File: config.mk
export PLATFORM = sky130hd
export DESIGN_NAME = ir_sequencer
export DESIGN_NICKNAME = d
export VERILOG_FILES = /design/src/rtl/ir_sequencer.sv
export SDC_FILE = /design/constraint.sdc
export NUM_CORES = 1
export LEC_CHECK = 0
export CORE_ASPECT_RATIO = 0.5
export CORE_UTILIZATION = 35
export DETAILED_ROUTE_END_ITERATION = 10
export PLACE_DENSITY = 0.65
export SLEW_MARGIN = 20
export SYNTH_ARGS = -nofsm -noshare
export SYNTH_HDL_FRONTEND = slang
export SYNTH_SLANG_ARGS = --single-unit
export TNS_END_PERCENT = 1
File: constraint.sdc
create_clock -name clock -period 9.15 [get_ports clock]
set_input_delay 1.83 -clock clock [delete_from_list [all_inputs] [get_ports clock]]
set_output_delay 1.83 -clock clock [all_outputs]
set_load 0.02 [all_outputs]
File: src/rtl/ir_sequencer.sv
// Multi-cycle instruction sequencer: FETCH/DECODE/EXEC/MEM/WB; NOP 3, ALU/store 4, load 5 cycles.
// Strobes are held through im_ready/dm_ready wait states; IRSEQ_STALL_CNT_EN builds the stall_cnt counter.
module ir_sequencer #(
    parameter int          DataSize   = 32,
    parameter int          IMAddrSize = 10,
    parameter int          InsSize    = 64,
    parameter int unsigned IM_BASE    = 'h80
) (
    input  logic                  clock,
    input  logic                  reset,
    input  logic                  start,
    input  logic [15:0]           total_ir,
    input  logic [DataSize-1:0]   ir,
    input  logic                  im_ready,
    input  logic                  dm_ready,
    output logic [IMAddrSize-1:0] IM_address,
    output logic                  enable_im_fetch,
    output logic                  enable_dm_fetch,
    output logic                  enable_dm_write,
    output logic                  enable_reg_read,
    output logic                  enable_alu_execute,
    output logic                  enable_reg_write,
    output logic [DataSize-1:0]   present_ir,
    output logic [1:0]            mux4to1_select,
    output logic [1:0]            writeback_select,
    output logic [1:0]            alu_scr_select1,
    output logic [1:0]            alu_scr_select2,
    output logic [InsSize-1:0]    Ins_cnt,
    output logic                  exe_ir_done,
    output logic                  illegal_ir,
    output logic [15:0]           stall_cnt
);

    typedef enum logic [2:0] {IDLE, FETCH, DECODE, EXEC, MEM, WB, DONE} state_t;

    state_t              r_state;
    state_t              w_state_nxt;
    logic [15:0]         r_pc;
    logic [DataSize-1:0] r_present_ir;
    logic [InsSize-1:0]  r_ins_cnt;
    logic                r_illegal;

    logic w_start_acc, w_latch_ir, w_retire, w_set_illegal, w_last;

    logic [5:0] w_opcode;
    logic [4:0] w_sub5;
    logic [7:0] w_sub8;
    logic w_is_basic, w_basic_ok, w_is_shift, w_is_nop;
    logic w_is_addi, w_is_ori, w_is_xori, w_is_lwi, w_is_swi, w_is_movi;
    logic w_is_ls, w_is_lw, w_is_sw, w_is_load, w_is_store, w_legal;

    assign w_opcode   = r_present_ir[31:26];
    assign w_sub5     = r_present_ir[4:0];
    assign w_sub8     = r_present_ir[7:0];
    assign w_is_basic = (w_opcode == 6'b100000);
    assign w_basic_ok = w_sub5 inside {5'b00000, 5'b00001, 5'b00010, 5'b00011,
                                       5'b00100, 5'b01000, 5'b01001, 5'b01011};
    assign w_is_shift = w_is_basic && (w_sub5 inside {5'b01000, 5'b01001, 5'b01011});
    // NOP is the canonical SRLI r0,r0,0 encoding
    assign w_is_nop   = w_is_basic && (w_sub5 == 5'b01001) && (r_present_ir[24:10] == 15'd0);
    assign w_is_addi  = (w_opcode == 6'b101000);
    assign w_is_ori   = (w_opcode == 6'b101100);
    assign w_is_xori  = (w_opcode == 6'b101011);
    assign w_is_lwi   = (w_opcode == 6'b000010);
    assign w_is_swi   = (w_opcode == 6'b001010);
    assign w_is_movi  = (w_opcode == 6'b100010);
    assign w_is_ls    = (w_opcode == 6'b011100);
    assign w_is_lw    = w_is_ls && (w_sub8 == 8'b0000_0010);
    assign w_is_sw    = w_is_ls && (w_sub8 == 8'b0000_1010);
    assign w_is_load  = w_is_lwi || w_is_lw;
    assign w_is_store = w_is_swi || w_is_sw;
    assign w_legal    = (w_is_basic && w_basic_ok) || w_is_addi || w_is_ori || w_is_xori ||
                        w_is_lwi || w_is_swi || w_is_movi || w_is_lw || w_is_sw;

    assign w_last     = ((r_pc + 16'd1) == total_ir);

    always_comb begin
        w_state_nxt        = r_state;
        w_start_acc        = 1'b0;
        w_latch_ir         = 1'b0;
        w_retire           = 1'b0;
        w_set_illegal      = 1'b0;
        enable_im_fetch    = 1'b0;
        enable_dm_fetch    = 1'b0;
        enable_dm_write    = 1'b0;
        enable_reg_read    = 1'b0;
        enable_alu_execute = 1'b0;
        enable_reg_write   = 1'b0;
        case (r_state)
            IDLE, DONE: begin
                if (start) begin
                    w_start_acc = 1'b1;
                    w_state_nxt = (total_ir == 16'd0) ? DONE : FETCH;
                end
            end
            FETCH: begin
                enable_im_fetch = 1'b1;
                if (im_ready) begin
                    w_latch_ir  = 1'b1;
                    w_state_nxt = DECODE;
                end
            end
            DECODE: begin
                enable_reg_read = 1'b1;
                // An all-zero word is a halt marker, not an illegal instruction
                if (r_present_ir == '0) begin
                    w_state_nxt = DONE;
                end else if (!w_legal) begin
                    w_set_illegal = 1'b1;
                    w_state_nxt   = DONE;
                end else begin
                    w_state_nxt = EXEC;
                end
            end
            EXEC: begin
                enable_alu_execute = 1'b1;
                if (w_is_load || w_is_store) w_state_nxt = MEM;
                else if (w_is_nop)           w_retire    = 1'b1;
                else                         w_state_nxt = WB;
            end
            MEM: begin
                enable_dm_fetch = w_is_load;
                enable_dm_write = w_is_store;
                if (dm_ready) begin
                    if (w_is_load) w_state_nxt = WB;
                    else           w_retire    = 1'b1;
                end
            end
            WB: begin
                enable_reg_write = 1'b1;
                w_retire         = 1'b1;
            end
            default: w_state_nxt = IDLE;
        endcase
        if (w_retire) w_state_nxt = w_last ? DONE : FETCH;
    end

    always_ff @(posedge clock or negedge reset) begin
        if (!reset) begin
            r_state      <= IDLE;
            r_pc         <= '0;
            r_present_ir <= '0;
            r_ins_cnt    <= '0;
            r_illegal    <= 1'b0;
        end else begin
            r_state <= w_state_nxt;
            if (w_start_acc) begin
                r_pc      <= '0;
                r_ins_cnt <= '0;
                r_illegal <= 1'b0;
            end
            if (w_latch_ir)    r_present_ir <= ir;
            if (w_set_illegal) r_illegal    <= 1'b1;
            if (w_retire) begin
                r_pc      <= r_pc + 16'd1;
                r_ins_cnt <= r_ins_cnt + InsSize'(1);
            end
        end
    end

    always_comb begin
        mux4to1_select   = 2'b00;
        writeback_select = 2'b00;
        alu_scr_select1  = 2'b00;
        alu_scr_select2  = 2'b00;
        if (w_is_shift) begin
            alu_scr_select2 = 2'b01;
        end else if (w_is_addi) begin
            mux4to1_select  = 2'b01;
            alu_scr_select2 = 2'b01;
        end else if (w_is_ori || w_is_xori || w_is_lwi || w_is_swi) begin
            mux4to1_select  = 2'b10;
            alu_scr_select2 = 2'b01;
        end else if (w_is_movi) begin
            mux4to1_select  = 2'b11;
            alu_scr_select1 = 2'b01;
            alu_scr_select2 = 2'b01;
        end
        if (w_is_load)       writeback_select = 2'b01;
        else if (w_is_store) writeback_select = 2'b10;
    end

`ifdef IRSEQ_STALL_CNT_EN
    logic [15:0] r_stall_cnt;
    logic        w_stall;

    assign w_stall = ((r_state == FETCH) && !im_ready) || ((r_state == MEM) && !dm_ready);

    always_ff @(posedge clock or negedge reset) begin
        if (!reset) begin
            r_stall_cnt <= '0;
        end else if (w_start_acc) begin
            r_stall_cnt <= '0;
        end else if (w_stall && (r_stall_cnt != 16'hFFFF)) begin
            r_stall_cnt <= r_stall_cnt + 16'd1;
        end
    end

    assign stall_cnt = r_stall_cnt;
`else
    assign stall_cnt = 16'd0;
`endif

    assign IM_address  = IMAddrSize'(IM_BASE + 32'(r_pc));
    assign present_ir  = r_present_ir;
    assign Ins_cnt     = r_ins_cnt;
    assign illegal_ir  = r_illegal;
    assign exe_ir_done = (r_state == DONE);

endmodule

; ---- Yosys cells after proc, flatten, opt, wreduce, memory -nomap -nowiden
; Cells that the tools add are included.
[totals]
ff_bits = 116
out_inout_bits = 138
[classes]
n_reduce_logical = 31
addsub = 3
n_eq_ne = 30
mux = 49
[ops]
columns = cell, count
row1 = 64-bit two-way mux, 2
row2 = "64-bit by 1-bit adder with 64-bit output, second input constant", 1
row3 = 3-bit two-way mux, 11
row4 = 32-bit zero test, 1
row5 = 16-bit two-way mux, 2
row6 = "6-bit equality test, second input constant", 5
row7 = 1-bit two-way mux, 26
row8 = 3-bit case mux with 6 select lines, 1
row9 = "16-bit by 1-bit adder with 16-bit output, second input constant", 1
row10 = 16-bit equality test, 1
row11 = 16-bit zero test, 1
row12 = "5-bit by 4-bit equality test with 1-bit output, second input constant", 3
row13 = 15-bit zero test, 1
row14 = 1-bit logical OR, 14
row15 = 2-bit two-way mux, 6
row16 = "3-bit != test, second input constant", 4
row17 = "8-bit by 10-bit adder with 10-bit output, first input constant", 1
row18 = "5-bit by 2-bit equality test with 1-bit output, second input constant", 2
row19 = "3-bit equality test, second input constant", 3
row20 = "8-bit by 2-bit equality test with 1-bit output, second input constant", 1
row21 = "8-bit by 4-bit equality test with 1-bit output, second input constant", 1
row22 = 8-bit nonzero test, 1
row23 = "3-bit by 2-bit equality test with 1-bit output, second input constant", 2
row24 = "6-bit by 2-bit equality test with 1-bit output, second input constant", 1
row25 = 15 further kinds, 21

; ---- Depth between registers and ports, before layout
[logic_depth]
depth_word = 15
mapped_depth = 12

; ---- Least setup slack after synthesis
; No wires, ideal clock.
[synth_path]
path_type = flip-flop to output port
start = register r_present_ir[5], in the netlist present_ir[5]
end = output port enable_dm_write
n_path_buf = 0
required_time_ns = 7.320
slack_ns = 5.266
arrival_ns = 2.054
path_stages_with_launch = 5
cell_sequence = dfrtp_1 -> or4_1 -> nor4_1 -> a22o_1 -> and2_1
[synth_between]
elab_chain_cells = 4
[synth_lines]
columns = item, line_no
row1 = start: declaration, 39  ; logic [DataSize-1:0] r_present_ir;
row2 = start signal: assignment, 152  ; if (w_latch_ir) r_present_ir <= ir;
row3 = 8-bit by 4-bit equality test with 1-bit output, 69  ; assign w_is_sw = w_is_ls && (w_sub8 == 8'b0000_1010);
row4 = 1-bit logical AND, 69
row5 = 1-bit logical OR, 71  ; assign w_is_store = w_is_swi || w_is_sw;
row6 = 1-bit two-way mux, 89  ; case (r_state)
row7 = end: declaration, 19  ; output logic enable_dm_write,
; No other way between the ends.

; ---- Worst setup path in the final report
[layout_path]
start = register r_present_ir[4], in the netlist present_ir[4]
end = output port enable_dm_fetch
[layout_between]
elab_chain_cells = 4
[layout_lines]
columns = item, line_no
row1 = 8-bit by 2-bit equality test with 1-bit output, 68  ; assign w_is_lw = w_is_ls && (w_sub8 == 8'b0000_0010);
row2 = 1-bit logical AND, 68
row3 = 1-bit logical OR, 70  ; assign w_is_load = w_is_lwi || w_is_lw;
row4 = 1-bit two-way mux, 89
row5 = end: declaration, 18  ; output logic enable_dm_fetch,
; No other way between the ends.

==> impl_metrics.yaml <==
timing:
  setup_tns_ns: 0
  slew_violations: 0
  finalClockSkew_ns: 0.01330
  fin_crit_sh_pct: 54.01
  worst_pin_slew_ns: 0.8054
  slew_headroom_pct: 45.81
  fmax_mhz: 202.4
  rsz0062_at_grt: "no"
  finalHoldViolations: 0
  min_period_ns: 4.942
  worst_slack_ns: 4.208
  hold-worst-slack_ns: 0.4948
  finalSetupViolCount: 0
grt:
  grt_pass1_wl_mm: 30.02
  grt_max_degree: 61
  grt_usage_pct: 19.35
  antenna_found_initial: 0
  overflow: 0
  grt_pass1_vias: 5715
placed_design:
  place_congestion: 0.8656
  dp_worst_setup_slack_ns: 4.561
  dp_cells: 1109
  numPortBuffers: 172
  hpwl_mm: 13.01
detailed_routing:
  routed_wirelength_mm: 18.43
  vias_per_cell: 5.162
  postRouteAntennaNets: 0
  drc: 0
  drt_pre_antenna_iters: 5
  num_vias: 5885
  drt_iter0_drc: 402
  wl_per_cell_microns: 16.16
die:
  die_w_microns: 196.5
  rows: 35
  die-area_sq_um: 19500
  coreArea_sq_um: 18440
  die_h_microns: 99.25
  io_pins: 191
  start_util_pct: 35.91
clock_tree:
  clk_path_buf_depth: 2
  post_cts_resize_count: 0
  cts_buffers: 17
  htreeDepth: 4
  hold_buffers: 0
  cts_tree: "yes"
  clock-sinks: 116
  clk_pin_slew_worst_paths_ns: 0.05
  cts_root_buffer: "clkbuf_16"
  post_cts.repair.setup_buffers: 0
  clkLatencyLatePin_ns: 0.41
critical_path:
  crit_type: "register to output port"
  crit_path_start_kind: "register"
  cpMaxStageDelayCell: "nor4_1"
  worstPathRequired_ns: 7.32
  critPathMaxFanout: 5
  crit_buf_inv: 1
  cp_slowest_stage_delay_ns: 0.70
  cp_cell_sequence: "or4_1 > nor4_1 > a22oi_1 > nor2b_1 > clkdlybuf4s50_1"
  cp_data_arrival_time_ns: 3.11
  cp-end-kind: "output port"
  critPathTopFamily: "simple AND/OR/NAND/NOR gates"
logic_synthesis:
  synth_top_family_by_area: "simple AND/OR/NAND/NOR gates"
  synthAdderAreaFrac_pct: 0.5670
  synth_edf_count: 0
  syn_area_sq_um: 6620
  synth_compound_area_share_pct: 12.27
  synth_simple_gate_area_share_pct: 22.66
  muxShareOfSynthArea_pct: 8.902
  synthCells: 722
  async_flop_share_pct: 100.0
  ys_types: 59
  synth_seq_cells: 116
  seq_area_frac_synth_pct: 43.85
  synth_warnings: 0
  avgSynthCellArea_sq_um: 9.169
  yosys.area_share.xor_xnor_pct: 4.895
  synthFlopType: "dfrtp_1"
power:
  p_leak_nw: 3.673
  powerDensity_nw_per_um2: 255.9
  ir_drop_uv: 141.9
layout:
  fin_nets: 925
  drive_gt1_share_pct: 8.627
  area_growth_pct: 36.48
  stdcell_count: 1140
  antenna_cells: 0
  fillers: 1708
status:
  status: "finished, final reports clean"
job:
  timing.max_cap.violations: 0
hold_path:
  min_path_type: "register to register"
[cells by family after synthesis]
logic type / Yosys count
buffers and inverters: 88
other: 1
multiplexers: 55
adder cells (fa/ha/maj): 3
AND/OR/NAND/NOR: 297
XOR/XNOR: 37
AO/OA/AOI/OAI: 125
flip-flops: 116
[layout by cell type (no fill, tap or decap), types with 18 or more instances in the layout]
master / n
nand4_1: 28
mux2_2: 31
inv_1: 23
nand2_1: 86
o21ai_0: 52
nor3_1: 18
dfrtp_1: 116
xnor2_1: 20
nand3_1: 39
conb_1: 18
clkdlybuf4s50_1: 171
mux2i_1: 24
nor2_1: 52
[where the power goes]
group,switching [W],internal (W)
sequential,0.000139,0.000612
combinational,0.000455,0.000379
clock,0.000239,0.000487
total,0.000834,0.00148
[synth_stat cells, types with 9 or more instances]
library cell,n,area [sq um]
a21oi_1,13,65.06
xnor2_1,20,175.2
nand4_1,28,175.2
or4_1,9,67.56
xor2_1,17,148.9
buf_4,28,210.2
and3_1,15,93.84
inv_1,23,86.33
clkbuf_1,26,97.59
nor4_1,17,106.4
mux2i_1,24,240.2
mux2_2,31,349.1
o211ai_1,12,90.09
dfrtp_1,116,2903
nor2_1,53,198.9
o31ai_1,14,105.1
nand3_1,40,200.2
nand2_1,86,322.8
o21ai_0,52,260.3
nor3_1,18,90.09
[stage by stage]
step / power [W] / utilization [%] / cell area [sq um]
finish: 0.002312 / 49.01 / 9035
global placement: 0.001577 / 45.53 / 8394
CTS: 0.002328 / 48.96 / 9027
floorplan: 0.001255 / - / 6684
detailed placement: 0.001591 / 45.54 / 8397
global route: 0.002436 / 49.01 / 9035
[worst paths after layout]
kind	startpoint	to	slack [ns]	cells past startpoint
worst max-delay path	present_ir[4]	enable_dm_fetch	4.21	5
worst min-delay path	Ins_cnt[14]	Ins_cnt[14]	0.49	1
worst max register to register	present_ir[26]	Ins_cnt[51]	5.12	7
worst min register to register	Ins_cnt[14]	Ins_cnt[14]	0.49	1
max in group asynchronous	reset	present_ir[30]	6.39	2
min in group asynchronous	reset	r_pc[4]	1.49	1
[metal layers]
metal	routed length (microns)	vias up	GRT usage (%)
met5	0	-	0
met4	187	0	5.409
met3	825	13	4.103
met1	8667	2865	26.47
met2	8746	154	31.07
li1	-	2853	-
[worst reg2reg max path, cell delays in order (launching register included)]
cell	delay, ns
dfrtp_1	0.44
or4b_4	0.60
or4_1	0.51
or4_1	0.58
a211oi_4	0.71
nand2_1	0.47
o311ai_0	0.43
o41ai_1	0.14
[sequential cells by signal (all words and copies together) (netlist names)]
name and cells:
r_state 3, illegal_ir 1, Ins_cnt 64, r_pc 16, present_ir 32
[area by class of cell]
| cell class | instances | area [sq um] | share of cell area, % |
|---|---|---|---|
| multi-input cells | 535 | 3346 | 37.03 |
| flip-flops and latches | 116 | 2903 | 32.13 |
| repair buffers | 175 | 1742 | 19.28 |
| clock buffers | 21 | 450.4 | 4.985 |
| well taps | 259 | 324.1 | 3.587 |
| clock inverters | 10 | 180.2 | 1.994 |
| inverters | 24 | 90.09 | 0.9971 |
(Power assumes the default switching activity.)
